==> src/rtl/i2s_tx_dsp_unpack_if.sv <==
// Word/sample stream bundle between the uDMA TX channel, the unpacker and the DSP channel.
interface i2s_tx_dsp_unpack_if;
    logic [31:0] data_i;
    logic        data_valid_i;
    logic        data_ready_o;
    logic [31:0] fifo_data_o;
    logic        fifo_data_valid_o;
    logic        fifo_data_ready_i;

    modport slave (
        input  data_i, data_valid_i, fifo_data_ready_i,
        output data_ready_o, fifo_data_o, fifo_data_valid_o
    );

    modport master (
        output data_i, data_valid_i, fifo_data_ready_i,
        input  data_ready_o, fifo_data_o, fifo_data_valid_o
    );
endinterface

==> src/rtl/i2s_tx_dsp_unpack.sv <==
// Unpacks 32-bit uDMA words into one or two sign/zero-extended samples and
// queues them in a small FIFO for the DSP channel.
module i2s_tx_dsp_unpack #(
    parameter int DEPTH = 4
) (
    input  logic                  sck_i,
    input  logic                  rstn_i,
    input  logic                  cfg_en_i,
    input  logic [4:0]            cfg_num_bits_i,
    input  logic                  cfg_pack_i,
    input  logic                  cfg_sign_ext_i,
    i2s_tx_dsp_unpack_if.slave    bus,
    output logic                  fifo_err_o,
    output logic [4:0]            fifo_level_o
);
    localparam int         PW        = $clog2(DEPTH);
    localparam logic [4:0] DEPTH_LVL = 5'(DEPTH);

    logic [31:0]   mem [DEPTH];
    logic [PW-1:0] wr_ptr_q, rd_ptr_q;
    logic [4:0]    level_q;
    logic [31:0]   hold_q;
    logic          hold_vld_q, half_q, started_q, err_q;

    logic          pack_eff, accept, push, pop, fill;
    logic [31:0]   src, sample;

    assign bus.data_ready_o      = cfg_en_i & ~hold_vld_q;
    assign bus.fifo_data_valid_o = (level_q != 5'd0);
    assign bus.fifo_data_o       = mem[rd_ptr_q];
    assign fifo_err_o            = err_q;
    assign fifo_level_o          = level_q;

    // Two samples per word only make sense when each fits in 16 bits.
    assign pack_eff = cfg_pack_i & ~cfg_num_bits_i[4];
    assign accept   = bus.data_valid_i & bus.data_ready_o;
    assign pop      = bus.fifo_data_valid_o & bus.fifo_data_ready_i;
    assign push     = hold_vld_q & ((level_q < DEPTH_LVL) | pop);

    assign src  = !pack_eff ? hold_q
                : half_q    ? {16'h0000, hold_q[31:16]}
                :             {16'h0000, hold_q[15:0]};
    assign fill = cfg_sign_ext_i & src[cfg_num_bits_i];

    // NOTE: every always_comb output gets a default first so no latch is inferred.
    always_comb begin
        sample = src;
        for (int i = 0; i < 32; i++) begin
            if (5'(i) > cfg_num_bits_i) sample[i] = fill;
        end
    end

    // NOTE: storage is deliberately not reset; level/valid gate every read of it.
    always_ff @(posedge sck_i) begin
        if (push) mem[wr_ptr_q] <= sample;
    end

    // NOTE: sequential state uses non-blocking assignments only.
    always_ff @(posedge sck_i) begin
        if (!rstn_i || !cfg_en_i) begin
            wr_ptr_q   <= '0;
            rd_ptr_q   <= '0;
            level_q    <= '0;
            hold_vld_q <= 1'b0;
            half_q     <= 1'b0;
            started_q  <= 1'b0;
            err_q      <= 1'b0;
        end else begin
            err_q <= started_q & bus.fifo_data_ready_i & (level_q == 5'd0);

            if (pop) started_q <= 1'b1;

            if (accept) begin
                hold_q     <= bus.data_i;
                hold_vld_q <= 1'b1;
                half_q     <= 1'b0;
            end else if (push) begin
                if (pack_eff && !half_q) half_q     <= 1'b1;
                else                     hold_vld_q <= 1'b0;
            end

            // Pointer arithmetic wraps naturally because DEPTH is a power of two.
            if (push) wr_ptr_q <= wr_ptr_q + 1'b1;
            if (pop)  rd_ptr_q <= rd_ptr_q + 1'b1;

            case ({push, pop})
                2'b10:   level_q <= level_q + 5'd1;
                2'b01:   level_q <= level_q - 5'd1;
                default: level_q <= level_q;
            endcase
        end
    end
endmodule
==> src/flat_wrapper.sv <==
// flat-port wrapper written by rule: the top's interface ports become plain ports
module i2s_tx_dsp_unpack_flat 
#(
    parameter int DEPTH = 4
)
  (sck_i, rstn_i, cfg_en_i, cfg_num_bits_i, cfg_pack_i, cfg_sign_ext_i, fifo_err_o, fifo_level_o, bus_data_i, bus_data_valid_i, bus_fifo_data_ready_i, bus_data_ready_o, bus_fifo_data_o, bus_fifo_data_valid_o);
  i2s_tx_dsp_unpack_if bus_i ();
  input  logic sck_i;
  input  logic rstn_i;
  input  logic cfg_en_i;
  input  logic [4:0] cfg_num_bits_i;
  input  logic cfg_pack_i;
  input  logic cfg_sign_ext_i;
  output logic fifo_err_o;
  output logic [4:0] fifo_level_o;
  input wire logic [$bits(bus_i.data_i)-1:0] bus_data_i;
  input wire logic [$bits(bus_i.data_valid_i)-1:0] bus_data_valid_i;
  input wire logic [$bits(bus_i.fifo_data_ready_i)-1:0] bus_fifo_data_ready_i;
  output wire logic [$bits(bus_i.data_ready_o)-1:0] bus_data_ready_o;
  output wire logic [$bits(bus_i.fifo_data_o)-1:0] bus_fifo_data_o;
  output wire logic [$bits(bus_i.fifo_data_valid_o)-1:0] bus_fifo_data_valid_o;
  assign bus_i.data_i = bus_data_i;
  assign bus_i.data_valid_i = bus_data_valid_i;
  assign bus_i.fifo_data_ready_i = bus_fifo_data_ready_i;
  assign bus_data_ready_o = bus_i.data_ready_o;
  assign bus_fifo_data_o = bus_i.fifo_data_o;
  assign bus_fifo_data_valid_o = bus_i.fifo_data_valid_o;
  i2s_tx_dsp_unpack #(.DEPTH(DEPTH)) u_core (.sck_i(sck_i), .rstn_i(rstn_i), .cfg_en_i(cfg_en_i), .cfg_num_bits_i(cfg_num_bits_i), .cfg_pack_i(cfg_pack_i), .cfg_sign_ext_i(cfg_sign_ext_i), .bus(bus_i), .fifo_err_o(fifo_err_o), .fifo_level_o(fifo_level_o));
endmodule
==> config.mk <==
export PLATFORM = sky130hd
export DESIGN_NAME = i2s_tx_dsp_unpack_flat
export DESIGN_NICKNAME = d
export VERILOG_FILES = /design/src/rtl/i2s_tx_dsp_unpack_if.sv /design/src/rtl/i2s_tx_dsp_unpack.sv /design/src/flat_wrapper.sv
export SDC_FILE = /design/constraint.sdc
export NUM_CORES = 1
export LEC_CHECK = 0
export BUFFER_PORTS_ARGS = -buffer_cell sky130_fd_sc_hd__buf_2
export CAP_MARGIN = 20
export CORE_UTILIZATION = 35
export DETAILED_ROUTE_END_ITERATION = 8
export HOLD_SLACK_MARGIN = 0.06
export PLACE_DENSITY = 0.6
export SYNTH_ARGS = -nofsm -noshare
export SYNTH_HDL_FRONTEND = slang
export SYNTH_SLANG_ARGS = --single-unit
==> constraint.sdc <==
create_clock -name sck_i -period 3.2 [get_ports sck_i]
set_input_delay 0.16 -clock sck_i [delete_from_list [all_inputs] [get_ports sck_i]]
set_output_delay 0.16 -clock sck_i [all_outputs]
set_load 0.03 [all_outputs]
==> results.json, run 1 <==
{
  "final-setup-viol-count": 0,
  "p_leak_nw": 3.20,
  "cts_resized": 0,
  "grt_pass1_wl_um": 26900,
  "clock_tree.htree_level_count": 4,
  "use_met2": 0.255,
  "grt_use_total": 0.166,
  "drt-vias-per-instance": 5.28,
  "drive_above_1_share": 0.295,
  "synth_top_flop_cell": "edfxtp_1",
  "clk_path_buf_depth": 2,
  "fmax_mhz": 384,
  "synth-async-reset-ratio": 0,
  "internal_power_mw": 4.07,
  "powerDensity_nw_per_um2": 562,
  "grt_max_degree": 33,
  "syn_nets": 514,
  "tightest_slew_ns": 0.621,
  "die_h_um": 148,
  "hpwlAfterDp_um": 11500,
  "p_sw_mw": 1.11,
  "synth_enable_flop_cells": 160,
  "drc": 0,
  "insertion_delay_ns": 0.43,
  "worstSetupEndpoint": "u_core.mem[1][24]$_DFFE_PP_",
  "ys_ff_latch": 175,
  "fin_util": 0.440,
  "first_pass_iters": 5,
  "layout_commonest_cell": "edfxtp_1",
  "setup_tns_ns": 0,
  "clk_pin_slew_ns": 0.06,
  "grt_util_met3": 0.0340,
  "yosysUniqueCellTypes": 43,
  "num_vias": 4614,
  "clock_tree.root_cell": "clkbuf_16",
  "die_x_um": 148,
  "rr_endpoint": "u_core.mem[1][24]$_DFFE_PP_",
  "hold_viol": 0,
  "crit_fanout": 23,
  "routed_wirelength_um": 17300,
  "dieArea_um2": 21900,
  "crit_path_end_kind": "flip-flop",
  "gp_congestion": 0.908,
  "reg2regPathDepth": 7,
  "avgSynthCellArea_um2": 16.2,
  "dp.cells": 808,
  "ys_seq_area_frac": 0.683,
  "min_period_ns": 2.61,
  "combPwrFrac": 0.064,
  "cts_tree": "done",
  "drv_cap": 0,
  "start_util": 0.357,
  "skew_ns": 0.00974,
  "worstReg2RegStart": "u_core.half_q$_SDFFE_PP0P_",
  "overflow": 0,
  "final_cell_mix": "edfxtp_1 (160), buf_2 (83), mux4_2 (38), nor2_1 (37), dlygate4sd3_1 (34)",
  "rows": 53,
  "fin_cells": 874,
  "grt_pass1_vias": 4685,
  "rsz0062_at_grt": "no",
  "holdWs_ns": 0.112,
  "ir_drop_v": 0.000349,
  "cp.required_ns": 3.33,
  "critical_path_arrival_ns": 2.74,
  "maxSlewHeadroom": 0.586,
  "ios": 84,
  "drt_iter0_drc": 471,
  "period_share": 0.814,
  "crit_path_start": "u_core.half_q$_SDFFE_PP0P_",
  "syn_inst": 462,
  "cts_setup_buffers": 0,
  "syn_area_um2": 7480,
  "hold_path_class": "in2reg",
  "cts_made_buffers": 17,
  "grt_util_met1": 0.229,
  "portBuffers": 83,
  "clock_sinks": 175,
  "diodes": 0,
  "seqPwrFrac": 0.494,
  "detail-route-antenna-nets": 0,
  "final_nets": 638,
  "synthToLayoutAreaGrowth_pct": 23.3,
  "maxSlewViolCount": 0,
  "antenna_found_initial": 0,
  "dpl_cell_area_um2": 8220,
  "p_sw_frac": 0.214,
  "clockPowerShare": 0.441,
  "wl_per_cell_um": 19.9,
  "status": "complete, no violations",
  "yosys_warnings": 0,
  "regToRegSetupSlack_ns": 0.59,
  "fp.coreArea_um2": 21000,
  "cp-start-kind": "flip-flop",
  "critPathKind": "reg2reg",
  "fin_area_um2": 9220,
  "busiest_layer": "met2"
}
## state kept, by name, summed over array words and instances, names as in the netlist, named ones only
| name | count |
|---|---|
| u_core.rd_ptr_q | 2 |
| u_core.hold_vld_q | 1 |
| u_core.half_q | 1 |
| u_core.started_q | 1 |
| u_core.wr_ptr_q | 2 |
| u_core.mem | 128 |
| u_core.fifo_level_o | 5 |
| u_core.hold_q | 32 |
| u_core.fifo_err_o | 1 |
## repair_timing
action | CTS | global route
hold buffers | 34 | 0
endpoints found under the setup margin | 0 | 0
hold endpoints to repair | 35 | 0
## metrics by stage
stage | setup WS [ns] | power [mW]
detailed placement | 0.596 | 2.91
global route | 0.419 | 5.34
finish | 0.594 | 5.18
global placement | 0.692 | 2.90
floorplan | 0.719 | 2.79
CTS | 0.605 | 5.21
## worst min path at each step
stage,start,to,slack (ns),depth (start not counted)
global route,cfg_pack_i,u_core.half_q$_SDFFE_PP0P_,0.13,3
global placement,bus_data_i[22],u_core.hold_q[22]$_DFFE_PP_,0.34,1
finish,cfg_pack_i,u_core.half_q$_SDFFE_PP0P_,0.11,3
CTS,cfg_pack_i,u_core.half_q$_SDFFE_PP0P_,0.1,3
detailed placement,bus_data_i[21],u_core.hold_q[21]$_DFFE_PP_,0.34,1
floorplan,bus_data_valid_i,u_core.half_q$_SDFFE_PP0P_,0.26,1
## power by group through the flow
stage / clock, mW / sequential, mW / combinational, mW
after CTS: 2.32 / 2.56 / 0.330
final: 2.28 / 2.56 / 0.332
after floorplan: 0 / 2.60 / 0.194
after global routing: 2.42 / 2.56 / 0.359
after detailed placement: 0 / 2.61 / 0.298
after global placement: 0 / 2.61 / 0.288
## layer usage
metal | wire length [um] | share of wire
met1 | 8150 | 0.47
met4 | 298 | 0.017
met5 | 0 | 0
met3 | 895 | 0.052
met2 | 8010 | 0.46
## cell usage after synthesis (6+ instances only)
library cell  number  area, um^2
a21oi_1           15        75.1
ha_1               7        87.6
edfxtp_1         160        4800
dfxtp_1           15         300
buf_2              6        30.0
a211oi_1           7        52.6
inv_1             14        52.6
mux2i_1           17         170
a31oi_1           20         125
clkbuf_1          12        45.0
nor3_1             6        30.0
nand3_1            7        35.0
nor2_1            37         139
and2_1            15        93.8
nand2_1           21        78.8
o21ai_0            8        40.0
mux4_2            38         856
## worst max-delay path, cell delays in order (launching register included)
cell      delay (ns)
dfxtp_1         0.36
and3b_2         0.44
mux4_2          0.55
o311ai_1        0.25
a31oi_1         0.09
nand4_2         0.23
buf_12          0.21
a31oi_1         0.17
## cell families after synthesis
kind of cell | count (synthesis) | share of synthesized area
adder cells (fa/ha/maj) | 8 | 0.0144
flip-flops | 175 | 0.683
multiplexers | 58 | 0.142
AO/OA/AOI/OAI | 68 | 0.0591
AND/OR/NAND/NOR | 106 | 0.0686
buffers and inverters | 40 | 0.0251
XOR/XNOR | 7 | 0.00820
## final cells by class
| class | instances | area (um^2) |
|---|---|---|
| fill | 1868 | 11700 |
| sequential | 175 | 5110 |
| multi-input combinational | 247 | 2180 |
| timing repair buffer | 131 | 873 |
| clock buffer | 17 | 425 |
| tap | 275 | 344 |
| clock inverter | 15 | 231 |
| inverter | 14 | 52.6 |
Note: power is estimated with default switching activity, not from simulation.
==> run 2, diff against run 1 <==
--- a/config.mk
+++ b/config.mk
@@ -10,7 +10,7 @@
 export CORE_UTILIZATION = 35
 export DETAILED_ROUTE_END_ITERATION = 8
 export HOLD_SLACK_MARGIN = 0.06
-export PLACE_DENSITY = 0.6
+export PLACE_DENSITY = 0.62
 export SYNTH_ARGS = -nofsm -noshare
 export SYNTH_HDL_FRONTEND = slang
 export SYNTH_SLANG_ARGS = --single-unit
==> constraint.sdc (replaced) <==
create_clock -name sck_i -period 2.2 [get_ports sck_i]
set_input_delay 0.11 -clock sck_i [delete_from_list [all_inputs] [get_ports sck_i]]
set_output_delay 0.11 -clock sck_i [all_outputs]
set_load 0.03 [all_outputs]
==> results.json, run 2 (synthesis results as in run 1) <==
{
  "status": "finished with violations",
  "violations": "design-rule violations, negative setup slack",
  "dpl_cell_area_um2": 8540,
  "wl_per_cell_um": 19.9,
  "insertion_delay_ns": 0.43,
  "clk_path_buf_depth": 2,
  "setup_ws_ns": -0.159,
  "ir_drop_v": 0.000616,
  "critPathKind": "reg2reg",
  "drive_above_1_share": 0.402,
  "die_h_um": 148,
  "crit_fanout": 7,
  "crit_slowest_cell": "mux4_2",
  "crit_path_end_kind": "flip-flop",
  "synthToLayoutAreaGrowth_pct": 32.4,
  "layout_commonest_cell": "edfxtp_1",
  "max_flop_register": "u_core.mem",
  "period_share": 1.07,
  "cts_tree": "done",
  "grt_pass1_wl_um": 27600,
  "dieArea_um2": 21900,
  "p_sw_frac": 0.237,
  "clockPowerShare": 0.408,
  "p_sw_mw": 1.74,
  "hold_path_class": "in2reg",
  "clock_sinks": 175,
  "fin_area_um2": 9900,
  "overflow": 0,
  "grt_max_degree": 33,
  "ios": 84,
  "crit_buf_inv": 2,
  "hpwlAfterDp_um": 11700,
  "final-setup-viol-count": 124,
  "setup_tns_ns": -12.34,
  "fmax_mhz": 424,
  "drt-vias-per-instance": 5.15,
  "grt_pass1_vias": 4813,
  "antenna_found_initial": 0,
  "portBuffers": 83,
  "cp.required_ns": 2.35,
  "cts_made_buffers": 17,
  "maxSlewViolCount": 0,
  "critical_path_arrival_ns": 2.51,
  "seqPwrFrac": 0.507,
  "tightest_slew_ns": 0.664,
  "rsz0062_at_grt": "yes",
  "powerDensity_nw_per_um2": 739,
  "hold_viol": 0,
  "first_pass_iters": 7,
  "min_period_ns": 2.36,
  "skew_ns": 0.00762,
  "internal_power_mw": 5.58,
  "regToRegSetupSlack_ns": -0.16,
  "holdWs_ns": 0.0925,
  "final_cell_mix": "edfxtp_1 (160), buf_2 (83), mux4_2 (38), nor2_1 (37), dlygate4sd3_1 (34)",
  "final_nets": 671,
  "rows": 53,
  "grt_use_total": 0.172,
  "gp_congestion": 0.870,
  "clock_tree.htree_level_count": 4,
  "die_x_um": 148,
  "fp.coreArea_um2": 21000,
  "cp-start-kind": "flip-flop",
  "routed_wirelength_um": 18100,
  "drt_iter0_drc": 422,
  "num_vias": 4669,
  "diodes": 0,
  "start_util": 0.357,
  "fin_total_pwr_mw": 7.32,
  "pre_cts_slack_ns": -0.0974,
  "drv_cap": 0,
  "p_leak_nw": 3.43,
  "largest_reg_flops": 128,
  "cpPeakStageDelay_ns": 0.54,
  "maxSlewHeadroom": 0.556,
  "crit_family": "multiplexers",
  "crit_chain": "and3b_2 > mux4_2 > o311ai_2 > a31oi_1 > nand4_2 > buf_6 > buf_12 > o211ai_1",
  "clk_pin_slew_ns": 0.07,
  "clock_tree.root_cell": "clkbuf_16",
  "drc": 2,
  "combPwrFrac": 0.085,
  "detail-route-antenna-nets": 0
}
[run 2: cell count changes in the layout (fill, tap and decap cells not counted), moves of 4 or more]
cell / previous run / this run
a21oi_1: 15 / 8
a21oi_4: 0 / 6
a31oi_1: 20 / 5
a31oi_2: 0 / 9
a31oi_4: 0 / 6
buf_12: 1 / 8
buf_4: 13 / 32
buf_6: 0 / 4
bufinv_16: 5 / 1
dfxtp_1: 14 / 8
dfxtp_4: 0 / 5
mux2i_1: 17 / 10
mux2i_2: 0 / 5
[run 2: final timing paths]
kind | startpoint | end | cells past startpoint
setup / recovery | u_core.half_q$_SDFFE_PP0P_ | u_core.mem[3][31]$_DFFE_PP_ | 8
hold reg to reg | u_core.started_q$_SDFFE_PP0N_ | u_core.fifo_err_o$_SDFF_PP0_ | 2
setup reg to reg | u_core.half_q$_SDFFE_PP0P_ | u_core.mem[3][31]$_DFFE_PP_ | 8
hold / removal | cfg_pack_i | u_core.half_q$_SDFFE_PP0P_ | 3
[run 2: area by class of cell]
class	count	area [um^2]
Fill cell	1851	11100
Sequential cell	175	5130
Multi-Input combinational cell	247	2500
Timing Repair Buffer	164	1280
Clock buffer	17	425
Tap cell	275	344
Clock inverter	15	169
Inverter	14	52.6
[run 2: tightest hold or removal path: stages]
cell and delay (ns):
buf_2 0.13, a31oi_1 0.15, a211oi_1 0.08
[run 2: routing by layer]
layer / track usage / share of wire / up-vias
met5: 0 / 0 / -
met4: 0.0624 / 0.016 / 0
met3: 0.0390 / 0.053 / 20
met2: 0.269 / 0.48 / 165
met1: 0.235 / 0.45 / 2351
li1: - / - / 2133
[run 2: repair_timing]
| action | in CTS | in global routing |
|---|---|---|
| setup buffers | 2 | 1 |
| endpoints found under the setup margin | 120 | 125 |
| cloned | 2 | 1 |
| hold endpoints to repair | 35 | 0 |
| pin swaps | 3 | 0 |
| resized for setup | 43 | 15 |
| hold buffers | 34 | 0 |
[run 2: power groups by stage]
stage / combinational [mW] / clock (mW) / sequential (mW)
floorplan: 0.283 / 0 / 3.78
global placement: 0.458 / 0 / 3.78
detailed placement: 0.471 / 0 / 3.78
CTS: 0.594 / 3.05 / 3.71
global route: 0.666 / 3.16 / 3.71
finish: 0.625 / 2.98 / 3.71
[run 2: metrics by stage]
step	std cells	util
floorplan	462	-
global placement	835	0.407
detailed placement	835	0.407
CTS	905	0.466
global route	907	0.472
finish	907	0.472
==> run 3, diff against run 2 <==
--- a/config.mk
+++ b/config.mk
@@ -11,6 +11,7 @@
 export DETAILED_ROUTE_END_ITERATION = 8
 export HOLD_SLACK_MARGIN = 0.06
 export PLACE_DENSITY = 0.62
+export RECOVER_POWER = 50
 export SYNTH_ARGS = -nofsm -noshare
 export SYNTH_HDL_FRONTEND = slang
 export SYNTH_SLANG_ARGS = --single-unit
==> results.json, run 3 (synthesis results as in run 1) <==
{
  "fp.coreArea_um2": 21000,
  "start_util": 0.357,
  "rows": 53,
  "overflow": 0,
  "maxSlewViolCount": 0,
  "first_pass_iters": 7,
  "maxSlewHeadroom": 0.502,
  "clk_pin_slew_ns": 0.07,
  "dieArea_um2": 21900,
  "largest_reg_flops": 128,
  "p_leak_nw": 3.38,
  "fin_total_pwr_mw": 7.31,
  "synthToLayoutAreaGrowth_pct": 31.6,
  "cp-start-kind": "flip-flop",
  "grt_pass1_vias": 4813,
  "final_cell_mix": "edfxtp_1 (160), buf_2 (75), mux4_2 (38), nor2_1 (37), dlygate4sd3_1 (34)",
  "met1_length_um": 7910,
  "grt_max_degree": 33,
  "fmax_mhz": 427,
  "clock_tree.root_cell": "clkbuf_16",
  "die_h_um": 148,
  "critical_path_arrival_ns": 2.49,
  "tightest_slew_ns": 0.746,
  "drv_cap": 0,
  "diodes": 0,
  "setup_tns_ns": -11.26,
  "antenna_found_initial": 0,
  "wl_per_cell_um": 20.0,
  "ios": 84,
  "drive_above_1_share": 0.381,
  "clk_path_buf_depth": 2,
  "fin_util": 0.469,
  "reg2regPathDepth": 8,
  "routed_wirelength_um": 18100,
  "portBuffers": 83,
  "cts_made_buffers": 17,
  "final-setup-viol-count": 124,
  "detail-route-antenna-nets": 0,
  "layout_commonest_cell": "edfxtp_1",
  "worstReg2RegStart": "u_core.half_q$_SDFFE_PP0P_",
  "period_share": 1.07,
  "min_period_ns": 2.34,
  "clock_sinks": 175,
  "drc": 2,
  "violations": "design-rule violations, negative setup slack",
  "final_nets": 671,
  "clock_tree.htree_level_count": 4,
  "pre_cts_slack_ns": -0.0974,
  "gp_congestion": 0.870,
  "holdPathStages": 3,
  "drt_iter0_drc": 414,
  "hold_path_class": "in2reg",
  "status": "finished with violations",
  "hold_end": "u_core.half_q$_SDFFE_PP0P_",
  "hpwlAfterDp_um": 11700,
  "max_flop_register": "u_core.mem",
  "insertion_delay_ns": 0.43,
  "dr_wl_met2_um": 8750,
  "crit_fanout": 7,
  "grt_pass1_wl_um": 27600,
  "wl_met3_um": 1140,
  "highest_layer": "met4",
  "hold_viol": 0,
  "regToRegSetupSlack_ns": -0.14,
  "ir_drop_v": 0.000616,
  "powerDensity_nw_per_um2": 744,
  "setup_ws_ns": -0.144,
  "crit_path_end_kind": "flip-flop",
  "grt_use_total": 0.172,
  "cp.required_ns": 2.35,
  "holdWs_ns": 0.0924,
  "skew_ns": 0.00779,
  "rr_endpoint": "u_core.mem[0][31]$_DFFE_PP_",
  "die_x_um": 148,
  "critPathKind": "reg2reg",
  "fillers": 1855,
  "cts_tree": "done",
  "rsz0062_at_grt": "yes",
  "num_vias": 4702,
  "drt-vias-per-instance": 5.18,
  "hp-start": "cfg_pack_i"
}
==> run 3: changes by cell type in the layout (fill, tap and decap cells not counted), sizes merged <==
cell    change
clkbuf     +11
buf        -11
==> run 3: how the worst max path moves through the flow <==
stage	endpoint	slack, ns	start	cells after the start
finish	u_core.mem[0][31]$_DFFE_PP_	-0.14	u_core.half_q$_SDFFE_PP0P_	8
CTS	u_core.mem[2][21]$_DFFE_PP_	-0.08	u_core.half_q$_SDFFE_PP0P_	8
global route	u_core.mem[2][15]$_DFFE_PP_	-0.17	u_core.half_q$_SDFFE_PP0P_	8
global placement	u_core.mem[0][31]$_DFFE_PP_	-0.03	u_core.half_q$_SDFFE_PP0P_	8
floorplan	u_core.hold_q[0]$_DFFE_PP_	0.01	u_core.hold_vld_q$_SDFFE_PP0P_	2
detailed placement	u_core.mem[0][11]$_DFFE_PP_	-0.1	u_core.half_q$_SDFFE_PP0P_	8
==> run 3: repair_timing <==
item | in CTS | in global routing
cloned | 2 | 1
pin swaps | 3 | 0
setup buffers | 2 | 1
hold buffers | 34 | 0
endpoints found under the hold margin | 35 | 0
gates resized for setup | 43 | 15
setup endpoints to repair | 120 | 125
==> run 3: final cells by class <==
type | instances | area, um^2 | area share
clock inverter | 15 | 169 | 0.0172
clock buffer | 17 | 425 | 0.0433
timing repair buffer | 164 | 1240 | 0.126
inverter | 14 | 52.6 | 0.00534
tap | 275 | 344 | 0.0350
sequential | 175 | 5120 | 0.520
multi-input combinational | 247 | 2490 | 0.253
==> run 3: metrics by stage <==
step	instance area [um^2]	cells
after detailed placement	8540	835
after global placement	8540	835
final	9840	907
after global routing	9840	907
after CTS	9770	905
after floorplan	7500	462
==> run 3: critical path, stage by stage (launching register included) <==
cell	delay (ns)
dfxtp_2	0.33
and3b_2	0.30
mux4_2	0.54
o311ai_2	0.23
a31oi_1	0.09
nand4_2	0.14
buf_6	0.14
buf_12	0.13
o211ai_1	0.15
==> run 3: per-layer routing <==
metal	track usage	up-vias
met3	0.0390	22
met5	0	-
li1	-	2132
met2	0.269	200
met4	0.0624	0
met1	0.235	2348
==> run 3: power by group <==
part	switching [mW]	internal (mW)	total [mW]
logic	0.352	0.269	0.621
registers	0.0195	3.69	3.71
clock network	1.36	1.62	2.98
